<file path="config.mk">
export PLATFORM = sky130hd
export DESIGN_NAME = adam_clk_div_prog_flat
export DESIGN_NICKNAME = d
export VERILOG_FILES = /design/src/rtl/adam_clk_div_prog_if.sv /design/src/rtl/adam_clk_div_prog.sv /design/src/flat_wrapper.sv
export SDC_FILE = /design/constraint.sdc
export NUM_CORES = 1
export LEC_CHECK = 0
export BUFFER_PORTS_ARGS = -buffer_cell sky130_fd_sc_hd__buf_2
export CAP_MARGIN = 15
export CORE_UTILIZATION = 57
export DETAILED_ROUTE_END_ITERATION = 8
export PLACE_DENSITY = 0.84
export SETUP_SLACK_MARGIN = 0.1
export SKIP_CTS_REPAIR_TIMING = 1
export SLEW_MARGIN = 40
export SYNTH_ARGS = -nofsm -noshare
export SYNTH_HDL_FRONTEND = slang
export SYNTH_SLANG_ARGS = --single-unit
</file>
<file path="constraint.sdc">
create_clock -name clk -period 2.2 [get_ports clk]
set_clock_uncertainty 0.1 [all_clocks]
set_input_delay 0.22 -clock clk [delete_from_list [all_inputs] [get_ports clk]]
set_output_delay 0.22 -clock clk [all_outputs]
set_load 0.005 [all_outputs]
</file>
<file path="src/rtl/adam_clk_div_prog_if.sv">
// Divisor write port of the programmable multi-channel clock divider.
interface adam_clk_div_prog_if #(
  parameter int unsigned WIDTH    = 8,
  parameter int unsigned CHANNELS = 2
);
  localparam int unsigned CW = (CHANNELS > 1) ? $clog2(CHANNELS) : 1;

  logic             div_valid;
  logic             div_ready;
  logic [CW-1:0]    div_chan;
  logic [WIDTH-1:0] div_value;

  modport master (output div_valid, output div_chan, output div_value, input div_ready);
  modport slave  (input div_valid, input div_chan, input div_value, output div_ready);
endinterface

</file>
<file path="src/rtl/adam_clk_div_prog.sv">
// Runtime-programmable multi-channel clock divider with per-channel enable and tick.
// ADAM_CLK_DIV_PROG_SAFE_UPDATE_EN selects boundary-aligned divisor updates.
module adam_clk_div_prog #(
  parameter int unsigned WIDTH    = 8,
  parameter int unsigned CHANNELS = 2,
  parameter int unsigned RST_DIV  = 0
) (
  input  logic                clk,
  input  logic                rst,
  adam_clk_div_prog_if.slave  div,
  input  logic [CHANNELS-1:0] en,
  output logic [CHANNELS-1:0] clk_out,
  output logic [CHANNELS-1:0] tick
);
  localparam int unsigned CW = (CHANNELS > 1) ? $clog2(CHANNELS) : 1;

  typedef enum logic {IDLE = 1'b0, RUN = 1'b1} state_t;

  state_t              state_q  [CHANNELS];
  state_t              state_d  [CHANNELS];
  logic [WIDTH-1:0]    cnt_q    [CHANNELS];
  logic [WIDTH-1:0]    cnt_d    [CHANNELS];
  logic [WIDTH-1:0]    active_q [CHANNELS];
  logic [WIDTH-1:0]    active_d [CHANNELS];
  logic [CHANNELS-1:0] clk_q, clk_d, tick_q, tick_d, wr_hit;
  logic                ready_c;
`ifdef ADAM_CLK_DIV_PROG_SAFE_UPDATE_EN
  logic [WIDTH-1:0]    pending_q [CHANNELS];
  logic [WIDTH-1:0]    pending_d [CHANNELS];
  logic [CHANNELS-1:0] pend_q, pend_d;
`endif

  // Write decode; out-of-range channels are always ready and match no slot.
  always_comb begin
    ready_c = 1'b1;
`ifdef ADAM_CLK_DIV_PROG_SAFE_UPDATE_EN
    for (int unsigned c = 0; c < CHANNELS; c++) begin
      if (div.div_chan == CW'(c)) ready_c = !pend_q[c];
    end
`endif
    for (int unsigned c = 0; c < CHANNELS; c++) begin
      wr_hit[c] = div.div_valid && ready_c && (div.div_chan == CW'(c));
    end
  end

  assign div.div_ready = ready_c;

  // Per-channel next-state and output logic.
  always_comb begin
    for (int unsigned c = 0; c < CHANNELS; c++) begin
      state_d[c]  = state_q[c];
      cnt_d[c]    = cnt_q[c];
      active_d[c] = active_q[c];
      clk_d[c]    = clk_q[c];
      tick_d[c]   = 1'b0;
`ifdef ADAM_CLK_DIV_PROG_SAFE_UPDATE_EN
      pending_d[c] = pending_q[c];
      pend_d[c]    = pend_q[c];
      if (wr_hit[c]) begin
        pending_d[c] = div.div_value;
        pend_d[c]    = 1'b1;
      end
`else
      if (wr_hit[c]) active_d[c] = div.div_value;
`endif
      case (state_q[c])
        IDLE: begin
          cnt_d[c] = '0;
          clk_d[c] = 1'b0;
`ifdef ADAM_CLK_DIV_PROG_SAFE_UPDATE_EN
          if (pend_q[c]) begin
            active_d[c] = pending_q[c];
            pend_d[c]   = 1'b0;
          end
`endif
          if (en[c]) begin
            state_d[c] = RUN;
            clk_d[c]   = 1'b1;
            tick_d[c]  = 1'b1;
          end
        end
        RUN: begin
`ifndef ADAM_CLK_DIV_PROG_SAFE_UPDATE_EN
          // Immediate update: restart in the low phase with the new divisor.
          if (wr_hit[c]) begin
            cnt_d[c] = '0;
            clk_d[c] = 1'b0;
          end else
`endif
          if (cnt_q[c] == active_q[c]) begin
            cnt_d[c] = '0;
            if (clk_q[c]) begin
              clk_d[c] = 1'b0;
            end else begin
`ifdef ADAM_CLK_DIV_PROG_SAFE_UPDATE_EN
              if (pend_q[c]) begin
                active_d[c] = pending_q[c];
                pend_d[c]   = 1'b0;
              end
`endif
              if (en[c]) begin
                clk_d[c]  = 1'b1;
                tick_d[c] = 1'b1;
              end else begin
                state_d[c] = IDLE;
              end
            end
          end else begin
            cnt_d[c] = cnt_q[c] + WIDTH'(1);
          end
        end
        default: state_d[c] = IDLE;
      endcase
    end
  end

  always_ff @(posedge clk or posedge rst) begin
    if (rst) begin
      for (int unsigned c = 0; c < CHANNELS; c++) begin
        state_q[c]  <= IDLE;
        cnt_q[c]    <= '0;
        active_q[c] <= WIDTH'(RST_DIV);
`ifdef ADAM_CLK_DIV_PROG_SAFE_UPDATE_EN
        pending_q[c] <= WIDTH'(RST_DIV);
`endif
      end
      clk_q  <= '0;
      tick_q <= '0;
`ifdef ADAM_CLK_DIV_PROG_SAFE_UPDATE_EN
      pend_q <= '0;
`endif
    end else begin
      for (int unsigned c = 0; c < CHANNELS; c++) begin
        state_q[c]  <= state_d[c];
        cnt_q[c]    <= cnt_d[c];
        active_q[c] <= active_d[c];
`ifdef ADAM_CLK_DIV_PROG_SAFE_UPDATE_EN
        pending_q[c] <= pending_d[c];
`endif
      end
      clk_q  <= clk_d;
      tick_q <= tick_d;
`ifdef ADAM_CLK_DIV_PROG_SAFE_UPDATE_EN
      pend_q <= pend_d;
`endif
    end
  end

  assign clk_out = clk_q;
  assign tick    = tick_q;
endmodule

</file>
<file path="src/flat_wrapper.sv">
// flat-port wrapper written by rule: the top's interface ports become plain ports
module adam_clk_div_prog_flat 
#(
  parameter int unsigned WIDTH    = 8,
  parameter int unsigned CHANNELS = 2,
  parameter int unsigned RST_DIV  = 0
)
  (clk, rst, en, clk_out, tick, div_div_valid, div_div_chan, div_div_value, div_div_ready);
  adam_clk_div_prog_if #(.WIDTH(WIDTH), .CHANNELS(CHANNELS)) div_i ();
  input  logic clk;
  input  logic rst;
  input  logic [CHANNELS-1:0] en;
  output logic [CHANNELS-1:0] clk_out;
  output logic [CHANNELS-1:0] tick;
  input wire logic [$bits(div_i.div_valid)-1:0] div_div_valid;
  input wire logic [$bits(div_i.div_chan)-1:0] div_div_chan;
  input wire logic [$bits(div_i.div_value)-1:0] div_div_value;
  output wire logic [$bits(div_i.div_ready)-1:0] div_div_ready;
  assign div_i.div_valid = div_div_valid;
  assign div_i.div_chan = div_div_chan;
  assign div_i.div_value = div_div_value;
  assign div_div_ready = div_i.div_ready;
  adam_clk_div_prog #(.WIDTH(WIDTH), .CHANNELS(CHANNELS), .RST_DIV(RST_DIV)) u_core (.clk(clk), .rst(rst), .div(div_i), .en(en), .clk_out(clk_out), .tick(tick));
endmodule
</file>
-- Yosys cells after proc, flatten, opt, wreduce, memory -nomap -nowiden
Cells that the tools add are included.
- add/sub/neg operators: 2
- equal/unequal tests: 4
- muxes and demuxes: 30
- bitwise gates (word level): 3
- reductions and logical operators: 2
- operator list (operator ; count):
    two-way mux 8 bit ; 4
    case mux 8 bit (2 select lines) ; 2
    two-way mux 1 bit ; 18
    adder 8 x 1 -> 8 bit, second input constant ; 2
    equality test 8 bit ; 2
    case mux 1 bit (2 select lines) ; 6
    != test 3 bit, second input constant ; 2
    inverter 1 bit ; 3
    logical AND 1 bit ; 2
- register bits after elaboration: 38
- input port bits: 14
- output and inout port bits: 5
- logic and storage cells: 50

-- Depth between registers and ports, before layout
Gate-level depths: netlist of run 1.
- word-level depth: 5
- gate-level depth with buffers: 5
- depth with buffers taken out: 5

-- Worst setup path before layout of run 1
OpenSTA, ideal clock, no wires.
- path kind: register -> register
- start point: reg u_core.cnt_q[9] in the netlist's numbering
- end point: reg u_core.clk_q[0] (netlist: u_core.clk_out[0])
- data arrival time: 1.320 ns
- path slack: 0.649 ns
- cell stages (with the launch flop): 6
- path buffers: 1
- cells stage by stage: dfrtp_1 > xor2_1 > nor4_1 > a21o_2 > buf_6 > o221ai_2
- cells in the longest elaborated chain, start to end: 2
- RTL lines (element ; RTL line ; text):
    start: declaration ; adam_clk_div_prog.sv:21 ; logic [WIDTH-1:0] cnt_q [CHANNELS];
    start signal: indexed assignment ; adam_clk_div_prog.sv:135 ; cnt_q[c] <= cnt_d[c];
    equality test 8 bit ; adam_clk_div_prog.sv:90 ; if (cnt_q[c] == active_q[c]) begin
    != test 3 bit (no line) ; -- ;
    end signal: assignment ; adam_clk_div_prog.sv:141 ; clk_q <= clk_d;
    end: declaration ; adam_clk_div_prog.sv:25 ; logic [CHANNELS-1:0] clk_q, clk_d, tick_q, tick_d, wr_hit;
No other way between the ends.
A chain may end at the register's enable or synchronous reset.

-- Worst setup path after layout of run 1
- start point: reg u_core.cnt_q[8] in the netlist's numbering
- end point: reg u_core.clk_q[0] (netlist: u_core.clk_out[0])
The elaborated chain is that of the path after synthesis.

==> results of run 1 <==
==> placed cells by master (no fill, tap or decap), drive strengths merged, types with 3 or more instances in the layout <==
master / n
clkbuf: 7
xnor2: 3
buf: 18
dfrtp: 38
and3: 4
nor4: 4
dlygate4sd3: 3
nand4: 3
xor2: 25
inv: 8
nor2: 18
mux2: 16
nand2: 3
nand3: 7
==> worst register-to-register path, stage by stage (launching register included) <==
cell	delay, ns
dfrtp_1	0.47
xor2_1	0.17
nor4_1	0.53
a21o_2	0.33
o221ai_2	0.12
==> power groups by stage <==
stage                     registers (uW)  clock network, uW  logic [uW]
after floorplan                      905                  0         262
after global placement               929                  0         300
after detailed placement             937                  0         325
after CTS                            922                383         328
after global routing                 939                410         373
final                                924                378         330
==> registers in the layout (all words and copies together), names as in the netlist <==
signal / cells
u_core.active_q: 16
u_core.cnt_q: 16
u_core.clk_out: 2
u_core.state_q: 2
u_core.tick: 2
==> per-stage QoR <==
step	hold slack [ns]	worst slack [ns]	instances
final	0.0248	0.381	202
after floorplan	0.212	0.649	146
after detailed placement	0.249	0.475	191
after global placement	0.244	0.509	191
after CTS	-0.122	0.429	199
after global routing	0.0110	0.286	202
==> cells in the mapped netlist, drive strengths merged <==
master	count	share of area
a21o	2	0.0093
nor2	18	0.039
inv	8	0.017
o221ai	1	0.0086
nand2	3	0.0064
o22ai	1	0.0071
mux2	16	0.10
nand4	3	0.011
and3	4	0.014
a221o	1	0.0057
a41oi	1	0.0050
nand3	7	0.020
xor2	25	0.13
nand2b	1	0.0036
conb	1	0.0021
buf	4	0.020
or2	1	0.0036
dfrtp	38	0.54
xnor2	3	0.015
o21ai	1	0.0029
ha	2	0.014
nor4	4	0.021
and2	1	0.0036
==> layout make-up <==
class,instances,area [um^2]
Inverter,8,30.0
Sequential cell,38,951
Multi-Input combinational cell,96,736
Timing Repair Buffer,21,123
Fill cell,211,891
Tap cell,31,38.8
Clock buffer,7,55.1
Clock inverter,1,5.00
==> metal layers <==
layer	GRT usage	wire [um]
met4	0.115	104
met5	0	0
met3	0.0612	91
met1	0.250	1350
met2	0.382	1610
==> final timing paths <==
| kind | to | startpoint |
|---|---|---|
| setup reg to reg | u_core.clk_out[0] | u_core.cnt_q[8] |
| hold reg to reg | u_core.active_q[14] | u_core.active_q[14] |
| hold / removal | u_core.active_q[12] | div_div_value[4] |
| min in group asynchronous | u_core.cnt_q[9] | rst |
| max in group asynchronous | u_core.active_q[11] | rst |
| setup / recovery | u_core.clk_out[0] | u_core.cnt_q[8] |
==> cells by family (layout without fill, tap and decap cells) <==
kind of cell               after synthesis  in the layout
other                                    1              1
buffers and inverters                   12             37
and+or+nand+nor                         42             42
AOI/OAI and AO/OA                        7              7
DFF                                     38             38
xor gates and xnor gates                28             28
muxes                                   16             16
adders and majority gates                2              2
==> flow_summary.toml, run 1 <==
[status]
outcome = "finished with violations"
failed_checks = "DRC"

[pwr]
p_leak_uw = 0.000960
power_switching_uw = 508
report.power.total_uw = 1630
pwr_density_cell_nw_per_um2 = 842
switching_share = 0.311
internal_cell_power_uw = 1130
comb_power_share = 0.202
peakVddDrop_mv = 0.659
part_of_the_power_in_registers = 0.566
clock_power_share = 0.232

[grt]
grt.overflow.total = 0
first_global_vias = 1223
grt_util_all_layers = 0.221
grt_max_degree = 39
wire_length_of_the_first_global_routing_pass_um = 5340
antenna_violations_before_repair = 0

[synthesis]
yosysSeqAreaShare = 0.543
post_synth_inst_count = 146
yosys-mux-area-fraction = 0.103
synth_nets = 162
synth-warning-count = 0
synth_cell_types = 27
yosys.area_share.adder = 0.0143
compound_gate_portion_of_the_synthesized_area = 0.0386
synthesis.area_per_instance_um2 = 12.0
synth_simple_gate_area_share = 0.122
synthesis.area_um2 = 1750
synth_top_family_by_area = "XOR/XNOR gates"
synthXorXnorAreaFrac = 0.140
yosys_register_bits = 38

[critical_path]
cp_data_arrival_time_ns = 1.95
cp-start-kind = "flip-flop"
crit_path_category = "reg2reg"
levels_on_crit_path = 4
cp_num_buf_inv = 0
critical-path-slowest-cell = "nor4_1"
ff_to_ff_setup_slack_ns = 0.38
worstPathCellList = "xor2_1 -> nor4_1 -> a21o_2 -> o221ai_2"
timing.critical_path.fanout_max = 9
worst_setup_path_end_kind = "flip-flop"
cp_top_family = "simple AND/OR/NAND/NOR gates"
timing.critical_path.slowest_cell_delay_ns = 0.53
r2r.worst_path.cells = 4
cp_data_required_time_ns = 2.33

[floorplan]
fp.dieH_um = 57.4
fp.dieW_um = 57.4
initial_core_util = 0.619
fp-row-count = 19
io_pins = 19
core_um2 = 2830
fp.dieArea_um2 = 3300

[routing]
number_of_vias_after_detailed_routing = 1154
routed_via_density = 5.71
totalWireLength_um = 3160
drtIter0Drc = 23
drt.antenna.violating_nets = 0
detail_route.first_pass.iterations = 8
drc_errors = 1
detail_route.wl_per_cell_um = 15.6

[cts]
cts_buffers = 5
path_clk_slew_ns = 0.12
cts-htree-levels = 2
clockRootBuffer = "clkbuf_4"
tritoncts_clock_tree = "yes"
ctsLongestPathBuffers = 2
clock-sinks = 38
clk-insertion-delay-late_ns = 0.34

[timing]
slew_violations = 0
slew_headroom = 0.622
final_min_period_over_clock_period = 0.827
setup_viol = 0
clock.fmax_mhz = 550
tns_ns = 0
final-hold-violation-count = 0
rsz0062_at_grt = "no"
finalCriticalPeriod_ns = 1.82
worst-slew-pin-transition_ns = 0.562

[placed_design]
dpl-instance-area_um2 = 1850
placement.io_buffers = 17
hpwl_dp_um = 2330
final_weighted_congestion_in_routability_driven_placement = 0.880

[layout]
finalNetCount = 186
post_route_cells_drive_above_1_share = 0.269
area.growth.synth_to_final_pct = 10.6
antenna_cells = 0
fin_area_um2 = 1940
utilization = 0.685

[run]
max_cap_violations = 0

[min_path]
hold_path_depth = 2
hold_path.class = "in2reg"
Note: power is estimated with default switching activity, not from simulation.
==> inputs of run 2 (changes only) <==
Settings changed: CORE_UTILIZATION 57 to 51, PLACE_DENSITY 0.84 to 0.8.
Clock period 2.2 ns to 1.55 ns, I/O delays scaled along.
==> run 2 against run 1 <==
Compared with the run above:
- the run ends with hold timing, setup timing left
- non-clock buffer count rose by 28
- first-iteration DRC count increased to 2.8 times the previous value
- sequential cell count did not move
- critical path type unchanged
- clock power rose by 43%
- utilization grew 4.3 points
==> flow_summary.toml, run 2 (synthesis results as in run 1) <==
[timing]
final-hold-violation-count = 1
timing.final.ws_setup_ns = -0.104
final_min_period_over_clock_period = 1.07
clock.fmax_mhz = 605
finalCriticalPeriod_ns = 1.65
worst_hold_slack_ns = -0.0742
rsz0062_at_grt = "yes"
slew_violations = 0
setup_viol = 13

[placed_design]
hpwl_dp_um = 2260
placedCellCount = 217
placement.io_buffers = 17
final_weighted_congestion_in_routability_driven_placement = 0.874

[routing]
drt.antenna.violating_nets = 0
detail_route.first_pass.iterations = 4
drc_errors = 0
detail_route.wl_per_cell_um = 14.2
routed_via_density = 5.02
drtIter0Drc = 65
totalWireLength_um = 3470
number_of_vias_after_detailed_routing = 1224

[grt]
antenna_violations_before_repair = 0
grt.overflow.total = 0
wire_length_of_the_first_global_routing_pass_um = 5020
first_global_vias = 1147
grt_util_all_layers = 0.196
grt_max_degree = 39

[status]
failed_checks = "hold timing, setup timing"
outcome = "finished with violations"

[cts]
clockRootBuffer = "clkbuf_4"
ctsLongestPathBuffers = 2
clk-insertion-delay-late_ns = 0.34
clock-sinks = 38
cts_buffers = 5
cts-htree-levels = 2
tritoncts_clock_tree = "yes"
path_clk_slew_ns = 0.12

[critical_path]
timing.critical_path.slowest_cell_delay_ns = 0.42
cp_data_required_time_ns = 1.71
cp-start-kind = "flip-flop"
critPathMostFrequentCell = "buf_4"
worstPathCellList = "xor2_1 -> nor4_2 -> buf_4 -> a221o_1 -> buf_4 -> o22ai_2"
r2r.worst_path.cells = 6
timing.rr.start = "u_core.active_q[0]"
crit_path_category = "reg2reg"
cp_data_arrival_time_ns = 1.81
timing.critical_path.fanout_max = 2
ff_to_ff_setup_slack_ns = -0.10
reg2reg_to = "u_core.clk_out[1]"
worst_setup_path_end_kind = "flip-flop"
critical-path-slowest-cell = "dfrtp_1"

[layout]
number_of_non_filler_instances_in_the_completed_layout = 244
antenna_cells = 0
most_frequent_standard_cell_in_the_layout_excluding_fill_and_tap_cells = "dfrtp_1"
post_route_cells_drive_above_1_share = 0.425
commonest_non_fill_non_tap_cells_in_the_layout = "36 x dfrtp_1, 22 x xor2_1, 20 x buf_4, 17 x buf_2, 16 x mux2_2"
biggestRegsByFlops = "u_core.active_q: 16 flops, u_core.cnt_q: 16 flops"
area.growth.synth_to_final_pct = 31.1
finalNetCount = 215
filler_cell_count = 212

[pwr]
switching_share = 0.322
report.power.total_uw = 2600
internal_cell_power_uw = 1770
p_leak_uw = 0.00110
clock_power_share = 0.208
peakVddDrop_mv = 0.753
part_of_the_power_in_registers = 0.493
comb_power_share = 0.299
pwr_density_cell_nw_per_um2 = 1130
power_switching_uw = 837

[min_path]
hold_path.class = "in2reg"
min-delay-start = "en[1]"
timing.hold.worst_endpoint = "u_core.state_q[0]"
hold_path_depth = 2

[run]
max_cap_violations = 0

[floorplan]
io_pins = 19
fp-row-count = 20
core_um2 = 3150
fp.dieArea_um2 = 3670
fp.dieH_um = 60.6
initial_core_util = 0.556
fp.dieW_um = 60.6
-- run 2: cell count changes in the layout (fill, tap and decap cells not counted), sizes merged --
cell	delta
dlygate4sd3	+8
buf	+20
a21o	+1
-- run 2: power by group through the flow --
stage	Combinational, uW	Clock [uW]	Sequential [uW]
after floorplan	391	0	1280
after global placement	579	0	1280
after detailed placement	606	0	1290
after CTS	611	545	1270
after global routing	849	593	1300
final	779	541	1280
-- run 2: routing by layer --
metal | part of all wire | vias up | track usage
met1 | 0.41 | 592 | 0.218
met2 | 0.54 | 27 | 0.347
li1 | - | 596 | -
met4 | 0.018 | 0 | 0.101
met5 | 0 | - | 0
met3 | 0.033 | 9 | 0.0490
-- run 2: critical path: cells and delay by family (launching register included) --
kind,cells,cell delay (ns)
compound gates,2,0.47
flops,1,0.42
buf+inv,2,0.28
xor+xnor,1,0.21
simple gates,1,0.07
-- run 2: how the worst max path moves through the flow --
stage | from | to | slack, ns | cells past startpoint
2_1_floorplan | u_core.cnt_q[1] | u_core.state_q[0] | 0.06 | 4
3_3_place_gp | u_core.active_q[1] | u_core.cnt_q[6] | -0.06 | 5
3_5_place_dp | u_core.active_q[9] | u_core.clk_out[0] | -0.09 | 4
4_1_cts | u_core.active_q[9] | u_core.clk_out[0] | -0.12 | 4
5_1_grt | u_core.active_q[0] | u_core.clk_out[1] | -0.14 | 6
6_report | u_core.active_q[0] | u_core.clk_out[1] | -0.10 | 6
-- run 2: through the flow --
| stage | TNS, ns | hold slack (ns) | worst slack (ns) | area, um^2 | utilization |
|---|---|---|---|---|---|
| floorplan | 0 | 0.147 | 0.0644 | 1770 | - |
| global placement | -0.507 | 0.182 | -0.0574 | 1980 | 0.629 |
| detailed placement | -0.998 | 0.192 | -0.0945 | 1980 | 0.629 |
| CTS | -1.44 | -0.181 | -0.120 | 2040 | 0.648 |
| global route | -1.73 | -0.0728 | -0.144 | 2300 | 0.728 |
| finish | -0.733 | -0.0742 | -0.104 | 2300 | 0.728 |
-- run 2: final cells by class --
type	instances	area (um^2)	share of cell area
clock buffers	7	55.1	0.0240
clock inverters	1	5.00	0.00218
inverters	8	30.0	0.0131
multi-input cells	97	841	0.366
flip-flops and latches	38	953	0.415
well taps	44	55.1	0.0240
repair buffers	49	357	0.155
